<file path="src/rtl/ascon_ctrl_fsm.sv">
// ============================================================================
// Module      : ascon_ctrl_fsm
// Description : Sequencing controller for the ASCON-AEAD128 permutation/XOR
//               datapath. Steps through initialisation, AD absorption,
//               plaintext absorption and finalisation, one round per clock.
//               Optional feature macro: ASCON_ABORT_EN (adds abort_i).
// Revision    : 1.0 - initial release
// ============================================================================
`default_nettype none

module ascon_ctrl_fsm #(
  parameter int ROUNDS_A = 12,
  parameter int ROUNDS_B = 8
) (
  input  logic       clock_i,
  input  logic       resetb_i,
`ifdef ASCON_ABORT_EN
  input  logic       abort_i,
`endif
  input  logic       start_i,
  input  logic       ad_empty_i,
  input  logic       data_valid_i,
  input  logic       data_last_i,
  output logic       data_ready_o,
  output logic       init_p_o,
  output logic [3:0] round_o,
  output logic       enable_p_o,
  output logic       enable_xor_b_o,
  output logic       key_add_b_o,
  output logic [1:0] enable_xor_e_o,
  output logic       data_sel_o,
  output logic       cipher_valid_o,
  output logic       tag_valid_o,
  output logic       busy_o
);

  // First round index and last counter value for each permutation length
  localparam logic [3:0] BASE_A = 4'(12 - ROUNDS_A);
  localparam logic [3:0] BASE_B = 4'(12 - ROUNDS_B);
  localparam logic [3:0] LAST_A = 4'(ROUNDS_A - 1);
  localparam logic [3:0] LAST_B = 4'(ROUNDS_B - 1);

  typedef enum logic [2:0] {
    S_IDLE    = 3'd0,
    S_INIT    = 3'd1,
    S_WAIT_AD = 3'd2,
    S_AD      = 3'd3,
    S_WAIT_PT = 3'd4,
    S_PT      = 3'd5,
    S_FINAL   = 3'd6,
    S_DONE    = 3'd7
  } state_t;

  state_t     state, next_state;
  logic [3:0] cnt, next_cnt;
  logic       ad_empty_lat, next_ad_empty;
  logic       ad_last_lat, next_ad_last;

  // State, round counter and per-message flags
  always_ff @(posedge clock_i or negedge resetb_i) begin
    if (!resetb_i) begin
      state        <= S_IDLE;
      cnt          <= 4'd0;
      ad_empty_lat <= 1'b0;
      ad_last_lat  <= 1'b0;
    end else begin
      state        <= next_state;
      cnt          <= next_cnt;
      ad_empty_lat <= next_ad_empty;
      ad_last_lat  <= next_ad_last;
    end
  end

  // Next-state and datapath control decode; a WAIT-state transfer cycle is
  // already the first round of the block it brings in
  always_comb begin
    next_state     = state;
    next_cnt       = cnt;
    next_ad_empty  = ad_empty_lat;
    next_ad_last   = ad_last_lat;
    data_ready_o   = 1'b0;
    init_p_o       = 1'b0;
    round_o        = 4'd0;
    enable_p_o     = 1'b0;
    enable_xor_b_o = 1'b0;
    key_add_b_o    = 1'b0;
    enable_xor_e_o = 2'b00;
    data_sel_o     = 1'b0;
    cipher_valid_o = 1'b0;
    tag_valid_o    = 1'b0;
    busy_o         = (state != S_IDLE);

    case (state)
      S_IDLE: begin
        if (start_i) begin
          next_state    = S_INIT;
          next_cnt      = 4'd0;
          next_ad_empty = ad_empty_i;
        end
      end

      S_INIT: begin
        enable_p_o = 1'b1;
        round_o    = BASE_A + cnt;
        init_p_o   = (cnt == 4'd0);
        if (cnt == LAST_A) begin
          enable_xor_e_o = ad_empty_lat ? 2'b11 : 2'b01;
          next_state     = ad_empty_lat ? S_WAIT_PT : S_WAIT_AD;
          next_cnt       = 4'd0;
        end else begin
          next_cnt = cnt + 4'd1;
        end
      end

      S_WAIT_AD: begin
        data_ready_o = 1'b1;
        data_sel_o   = 1'b0;
        if (data_valid_i) begin
          enable_p_o     = 1'b1;
          enable_xor_b_o = 1'b1;
          round_o        = BASE_B;
          next_ad_last   = data_last_i;
          if (LAST_B == 4'd0) begin
            // Single-round p^b: the transfer cycle is also the last round
            enable_xor_e_o = data_last_i ? 2'b10 : 2'b00;
            next_state     = data_last_i ? S_WAIT_PT : S_WAIT_AD;
            next_cnt       = 4'd0;
          end else begin
            next_state = S_AD;
            next_cnt   = 4'd1;
          end
        end
      end

      S_AD: begin
        enable_p_o = 1'b1;
        round_o    = BASE_B + cnt;
        if (cnt == LAST_B) begin
          enable_xor_e_o = ad_last_lat ? 2'b10 : 2'b00;
          next_state     = ad_last_lat ? S_WAIT_PT : S_WAIT_AD;
          next_cnt       = 4'd0;
        end else begin
          next_cnt = cnt + 4'd1;
        end
      end

      S_WAIT_PT: begin
        data_ready_o = 1'b1;
        data_sel_o   = 1'b1;
        if (data_valid_i) begin
          enable_p_o     = 1'b1;
          enable_xor_b_o = 1'b1;
          cipher_valid_o = 1'b1;
          if (data_last_i) begin
            // Last PT block enters finalisation directly with key add
            key_add_b_o = 1'b1;
            round_o     = BASE_A;
            if (LAST_A == 4'd0) begin
              enable_xor_e_o = 2'b01;
              next_state     = S_DONE;
              next_cnt       = 4'd0;
            end else begin
              next_state = S_FINAL;
              next_cnt   = 4'd1;
            end
          end else begin
            round_o = BASE_B;
            if (LAST_B == 4'd0) begin
              next_cnt = 4'd0;
            end else begin
              next_state = S_PT;
              next_cnt   = 4'd1;
            end
          end
        end
      end

      S_PT: begin
        enable_p_o = 1'b1;
        round_o    = BASE_B + cnt;
        if (cnt == LAST_B) begin
          next_state = S_WAIT_PT;
          next_cnt   = 4'd0;
        end else begin
          next_cnt = cnt + 4'd1;
        end
      end

      S_FINAL: begin
        enable_p_o = 1'b1;
        round_o    = BASE_A + cnt;
        if (cnt == LAST_A) begin
          enable_xor_e_o = 2'b01;
          next_state     = S_DONE;
          next_cnt       = 4'd0;
        end else begin
          next_cnt = cnt + 4'd1;
        end
      end

      S_DONE: begin
        tag_valid_o = 1'b1;
        next_state  = S_IDLE;
        next_cnt    = 4'd0;
      end

      default: begin
        next_state = S_IDLE;
        next_cnt   = 4'd0;
      end
    endcase

`ifdef ASCON_ABORT_EN
    // Abort drops the message: return to IDLE and never flag its tag
    if (abort_i && (state != S_IDLE)) begin
      next_state  = S_IDLE;
      next_cnt    = 4'd0;
      tag_valid_o = 1'b0;
    end
`endif
  end

endmodule

`default_nettype wire

</file>
<file path="config.mk">
export PLATFORM = sky130hd
export DESIGN_NAME = ascon_ctrl_fsm
export DESIGN_NICKNAME = d
export VERILOG_FILES = /design/src/rtl/ascon_ctrl_fsm.sv
export SDC_FILE = /design/constraint.sdc
export NUM_CORES = 1
export LEC_CHECK = 0
export ABC_AREA = 1
export CAP_MARGIN = 15
export CORE_AREA = 2 2 44 46
export CTS_BUF_LIST = sky130_fd_sc_hd__clkbuf_4 sky130_fd_sc_hd__clkbuf_8
export DETAILED_ROUTE_END_ITERATION = 10
export DIE_AREA = 0 0 46 48
export GPL_TIMING_DRIVEN = 0
export HOLD_SLACK_MARGIN = 0.08
export PLACE_DENSITY = 0.78
export SYNTH_ARGS = -nofsm -noshare
export SYNTH_HDL_FRONTEND = slang
export SYNTH_SLANG_ARGS = --single-unit
</file>
<file path="constraint.sdc">
create_clock -name clock_i -period 1.7 [get_ports clock_i]
set_clock_uncertainty 0.05 [all_clocks]
set_input_delay 0.34 -clock clock_i [delete_from_list [all_inputs] [get_ports clock_i]]
set_output_delay 0.34 -clock clock_i [all_outputs]
set_load 0.05 [all_outputs]
</file>
==> results.md, run 1 <==
- Worst-margin pin slew: 0.463 ns
- WP data arrival: about 1.5 ns
- First-pass GRT wire length: between 3000 and 4000 microns
- Flop pwr share: between 10 and 15%
- Worst rel slew slack: between 60% and 70%
- Total power: between 2 and 3 mW
- Max Transition Viols Final: 0
- Adder-Cell Fraction of Synth Area: under 10%
- Ports: 21
- Setup Crit Path Kind: register to output pin
- Pin count of the biggest net entering global routing: 11
- Vias per cell: roughly 5.4
- Worst setup SP type: register
- CTS sink cnt: 9
- Endpoints failing hold: 0
- Num CTS Buffers: 3
- TritonCTS clock tree: built
- Crit-path max FO: 6
- Synth Area in Compound Gates: 11.5%
- Status: complete, but fails checks
- Detailed Route WL: between 2000 and 2500 microns
- Crit-path slowest cell: dfrtp_2
- Min Hold Slack: between 0.3 and 0.4 ns
- Ys Warns: 0
- Gpl congestion: between 0.8 and 0.9
- Synth top area cells: dfrtp_1 27%, nand2_1 15%, nand3_1 7.9%
- Antenna diode count: 0
- I/O Buffers: 20
- Largest family of logic cells by synthesized area: simple AND/OR/NAND/NOR gates
- Post-DP HPWL: between 1500 and 2000 microns
- Final Setup Violations: 12
- Grt ovf: 0
- Top FF cell, synth: dfrtp_1
- Die Area: 2210 sq um
- Fraction of registers with async set/reset: 100%
- Post-Syn Instances: 123
- Internal Power: approximately 1.2 mW
- Combinational fraction of design power: between 70% and 80%
- Crit end category: output pin
- Worst R2R Setup Slack: approximately 0.25 ns
- Syn_area_per_cell: roughly 6.7 sq um
- Most frequent cell after synthesis: nand2_1
- Leakage: roughly 0.63 nW
- XOR/XNOR Fraction of Synth Area: 0%
- Setup ws final: -0.219 ns
- Failing checks: setup timing
- Die Y: around 48 microns
- Clock share of power: about 6.9%
- Pwr per Cell Area: ~2300 nW/um^2
- Net switching power: 1.62 mW
- Peak supply drop: about 1600 uV
- Synth cell types: 21
- Post-Syn Area: a little over 800 sq um
- Fin crit period: around 1.9 ns
- FP Rows: 15
- Post-CTS Hold Fix Bufs: 0
- Syn Nets: roughly 130
- Fin crit share: 113%
- Hold Crit Class: input port to asynchronous set/reset pin
- Net Sw Frac: between 50% and 60%
- H-tree depth: 1
- Max cap viols: 0
- RSZ-0062 raised after global routing: true
- Initial antenna violation count: 0
- Cells along the critical path: inv_4 -> nand2_1 -> nand2_2 -> nand2_2 -> nand2_1 -> o21ai_1 -> o211ai_1 -> buf_4
- Number of flops mapped to enable cells by yosys: 0
- Nets: 170
- Register area share after synthesis: 27.3%
- Drt pass-1 iters: 7
- Synth cell count leaders: 33 x nand2_1, 17 x inv_1, 13 x nand3_1, 10 x nor2_1, 9 x dfrtp_1
- Layout cells sized above 1: between 40% and 50%
- Insertion delay to the later sink of the worst-skew pair: ~0.27 ns
- Post-synthesis mux area share: 0%
- Via Count: ~950
- Max Buffers Root-to-Sink: 2
- Seq cells post-synth: 9
- Req. time, crit path: between 1 and 1.5 ns
- DRT iter0 DRCs: 31
- ANT nets after route: 0
- Core Box Area: about 1700 sq um
- Area share of the largest cell type after synthesis: approximately 27%
- DIE WIDTH: 46 microns
- Clock Pin Slew Worst Setup and Hold Paths: approximately 0.07 ns
- CTS root buf: clkbuf_4
- Final routed DRC violation total: 0
- Initial core utilization: approximately half
- Vias in the first global route: ~850
- Crit-path max cell delay: 0.48 ns
- Simple-gate area share of the yosys netlist: between 40% and 50%
- Largest area contributor in the netlist: dfrtp_1
- DR WL/cell: ~13 microns
- All-Layer GR Usage: a little under a quarter
- Fmax: around 520 MHz
- Area Overhead vs Synth: 50.7%
-- stage by stage --
step	area, sq um	instances	util [%]	setup TNS (ns)	worst slack [ns]
after floorplan	856	123	-	-1.45	-0.585
after global placement	1080	160	63.8	-7.05	-0.742
after detailed placement	1080	160	63.8	-7.24	-0.754
after CTS	1190	172	70.7	-1.33	-0.208
after global routing	1240	175	73.6	-2.00	-0.254
final	1240	175	73.6	-1.41	-0.219
-- path summary, 6_finish.rpt --
| path | from | to | cells past startpoint |
|---|---|---|---|
| max | state[1] | round_o[2] | 8 |
| min | resetb_i | cnt[3] | 1 |
| max reg2reg | state[0] | state[1] | 10 |
| min reg2reg | cnt[0] | cnt[0] | 2 |
| max in group asynchronous | resetb_i | state[1] | 1 |
| min in group clock_i | cnt[0] | cnt[0] | 2 |
-- layer usage --
metal | global-route usage (%) | part of all wire [%]
met1 | 26.5 | 43
met4 | 10.3 | 1.7
met3 | 4.15 | 4.1
met5 | 0 | 0
met2 | 41.4 | 51
-- cell type report --
cell class / instances / area [sq um]
Inverter: 19 / 76.3
Fill cell: 137 / 447
Sequential cell: 9 / 228
Clock buffer: 4 / 30.0
Tap cell: 17 / 21.3
Timing Repair Buffer: 31 / 269
Buffer: 2 / 22.5
Multi-Input combinational cell: 93 / 596
-- worst max-delay path, delay by kind of cell (launching register included) --
family	cells	cell delay (ns)
buffers and inverters	2	0.33
and+or+nand+nor	4	0.30
DFF	1	0.48
AOI/OAI and AO/OA	2	0.15
-- kinds of logic after synthesis --
group	Yosys count
buf+inv	21
compound gates	17
flops	9
fa+ha+maj	5
simple gates	71
-- cells in the final DEF, fill, tap and decap left out, types with 5 or more instances in the layout --
cell             count
nand2_1             25
buf_4               13
nand3_1             12
buf_6               11
inv_1               11
nand2_2              7
dfrtp_1              7
inv_2                6
nor2_1               5
nor2_2               5
o21ai_1              5
clkdlybuf4s50_1      5
-- power by group through the flow --
stage	registers [mW]	logic, mW	clock network (mW)
final	0.409	2.24	0.197
after global routing	0.417	2.41	0.202
after CTS	0.399	2.07	0.195
after detailed placement	0.393	1.87	0
after global placement	0.387	1.85	0
after floorplan	0.372	1.42	0
-- timing repair --
action | 4_1_cts | 5_1_grt
resized for setup | 109 | 13
cloned | 1 | 0
setup buffers | 7 | 3
setup endpoints to repair | 15 | 15
pin swaps | 7 | 2
-- sequential cells by signal, summed over array words and instances (netlist names) --
signal / count
ad_empty_lat: 1
ad_last_lat: 1
cnt: 4
state: 3
(Power assumes the default switching activity.)
==> inputs of run 2 (changes only) <==
--- a/config.mk
+++ b/config.mk
@@ -9,6 +9,7 @@
 export CAP_MARGIN = 15
 export CORE_AREA = 2 2 44 46
 export CTS_BUF_LIST = sky130_fd_sc_hd__clkbuf_4 sky130_fd_sc_hd__clkbuf_8
+export CTS_CLUSTER_SIZE = 8
 export DETAILED_ROUTE_END_ITERATION = 10
 export DIE_AREA = 0 0 46 48
 export GPL_TIMING_DRIVEN = 0
==> results of run 2 <==
Final layout, timing and power as in run 1 (identical DEF).
==> inputs of run 3 (changes only) <==
--- a/config.mk
+++ b/config.mk
@@ -18,3 +18,4 @@
 export SYNTH_ARGS = -nofsm -noshare
 export SYNTH_HDL_FRONTEND = slang
 export SYNTH_SLANG_ARGS = --single-unit
+export TNS_END_PERCENT = 1
==> run 3 against run 2 <==
Effect of this change: the flow still finishes with violations (setup timing); hold slack lost 0.012 ns; critical path type unchanged; design area decreased by 6.9%; wire length is 8.4% lower.
==> results.md, run 3 (same netlist as run 1, synthesis figures left out) <==
- Endpoints failing hold: 0 (unchanged)
- WP data arrival: 1.54 ns (about the same)
- Non-Filler Cell Area, Final: 1160 sq um (-6.9%)
- Num CTS Buffers: 3 (unchanged)
- Grt ovf: 0 (unchanged)
- Pwr per Cell Area: 2240 nW/um^2 (-2.3%)
- Number of fill cells: 147 (+7.3%)
- CTS root buf: clkbuf_4
- Largest regs: cnt (4), state (3)
- Post-layout util: 68.4% (-5.1 points)
- Initial core utilization: 48.8% (unchanged)
- FP Rows: 15 (unchanged)
- Total power: 2.59 mW (-9.1%)
- CTS sink cnt: 9 (unchanged)
- Layout cells sized above 1: 39.7% (-6.5 points)
- DIE WIDTH: 46 microns (unchanged)
- Final routed DRC violation total: 0 (unchanged)
- Crit-path max FO: 10 (+4)
- Final Setup Violations: 11 (-1)
- Leakage: 0.584 nW (-7.1%)
- ANT nets after route: 0 (unchanged)
- Setup TNS: -1.85 ns (-0.443 ns)
- Peak supply drop: 1740 uV (+11%)
- Storage cell area: 229 sq um (+0.55%)
- Commonest non-fill, non-tap cell in the layout: nand2_1
- Worst setup SP type: register
- Setup Crit Path Kind: register to output pin
- Register name with the most flops: cnt
- Placed cell count: 160 (unchanged)
- Status: complete, but fails checks
- Vias in the first global route: 801 (-5.5%)
- Worst rel slew slack: 67.7% (-1.3 points)
- All-Layer GR Usage: 21.5% (-1.5 points)
- Worst-margin pin slew: 0.486 ns (+0.0227 ns)
- H-tree depth: 1 (unchanged)
- Max cap viols: 0 (unchanged)
- Pin count of the biggest net entering global routing: 11 (unchanged)
- Antenna diode count: 0 (unchanged)
- First-pass GRT wire length: 3370 microns (-6.7%)
- Insertion delay to the later sink of the worst-skew pair: 0.27 ns (about the same)
- Fmax: 519 MHz (-0.48%)
- Multi-input gate area: 558 sq um (-6.3%)
- Post-DP HPWL: 1580 microns (+1.6%)
- Nets: 163 (-4.1%)
- Gpl congestion: 0.866 (+2.5%)
- Crit end category: output pin
- Layout Cells excl Fill: 168 (-4.0%)
- DRT iter0 DRCs: 20 (-35%)
- DP Area: 1060 sq um (-1.9%)
- DP Worst Slack: -0.751 ns (+0.00292 ns)
- Ports: 21 (unchanged)
- Setup ws final: -0.228 ns (-0.00932 ns)
- Req. time, crit path: 1.31 ns (about the same)
- Detailed Route WL: 2140 microns (-8.4%)
- Via Count: 914 (-3.7%)
- Hold Crit Class: input port to asynchronous set/reset pin
- I/O Buffers: 20 (unchanged)
- DR WL/cell: 12.7 microns (-4.6%)
- Die Y: 48 microns (unchanged)
- Max Transition Viols Final: 0 (unchanged)
- Vias per cell: 5.44 (+0.32%)
- Die Area: 2210 sq um (unchanged)
- Fin crit period: 1.93 ns (+0.00932 ns)
- Most frequent cells in the layout: 26 x nand2_1, 13 x nand3_1, 11 x inv_1, 10 x buf_6, 9 x buf_4
- Largest register FFs: 4 (unchanged)
- Max Buffers Root-to-Sink: 2 (unchanged)
- Clock Pin Slew Worst Setup and Hold Paths: 0.07 ns (about the same)
- Fin crit share: 113% (+0.55 points)
- Min Hold Slack: 0.321 ns (-0.0117 ns)
- TritonCTS clock tree: built
- RSZ-0062 raised after global routing: true
- Drt pass-1 iters: 4 (-3)
- Core Box Area: 1690 sq um (unchanged)
- Initial antenna violation count: 0 (unchanged)
- Area Overhead vs Synth: 40.2%
- Failing checks: setup timing
run 3: cell count changes in the layout (fill, tap and decap cells not counted), moves of 2 or more:
cell    before  now
buf_4       13    9
buf_2        4    1
nor2_1       5    8
nor2_2       5    3
run 3: timing repair:
item | CTS | global route
hold buffers | 0 | 0
endpoints found under the hold margin | 0 | 0
resized for setup | 94 | 21
pin swaps | 5 | 1
endpoints found under the setup margin | 15 | 15
setup buffers | 3 | 1
run 3: area by class of cell:
cell class                 instances  area share, %
multi-input combinational         93           48.3
tap                               17           1.84
timing repair buffer              24           19.5
clock buffer                       4           2.60
buffer                             2           1.62
inverter                          19           6.39
sequential                         9           19.8
run 3: final timing paths:
check	from	end	slack, ns	cells past startpoint
worst max register to register	state[2]	state[0]	0.23	8
worst min register to register	ad_last_lat	ad_last_lat	0.50	2
max in group asynchronous	resetb_i	cnt[2]	0.95	1
min in group clock_i	ad_last_lat	ad_last_lat	0.50	2
worst min-delay path	resetb_i	ad_last_lat	0.32	1
worst max-delay path	state[2]	round_o[2]	-0.23	6
run 3: worst max-delay path: stages, from the launching register on:
cell and delay [ns]:
dfrtp_1 0.39, buf_4 0.18, nand3_1 0.15, nand2_4 0.09, o21ai_1 0.15, o211ai_1 0.11, buf_4 0.20
run 3: where the power goes:
group | leakage [nW] | internal (mW) | total (mW) | switching, mW
registers | 0.110 | 0.311 | 0.410 | 0.0994
logic | 0.456 | 0.664 | 1.98 | 1.32
clock network | 0.0184 | 0.107 | 0.201 | 0.0943
run 3: metal layers:
layer	global-route usage [%]	part of all wire [%]	vias up	wire [microns]
met3	4.53	4.3	4	91
met2	39.7	53	22	1130
met4	6.86	0.89	0	19
li1	-	-	459	-
met5	0	0	-	0
met1	24.7	42	429	890
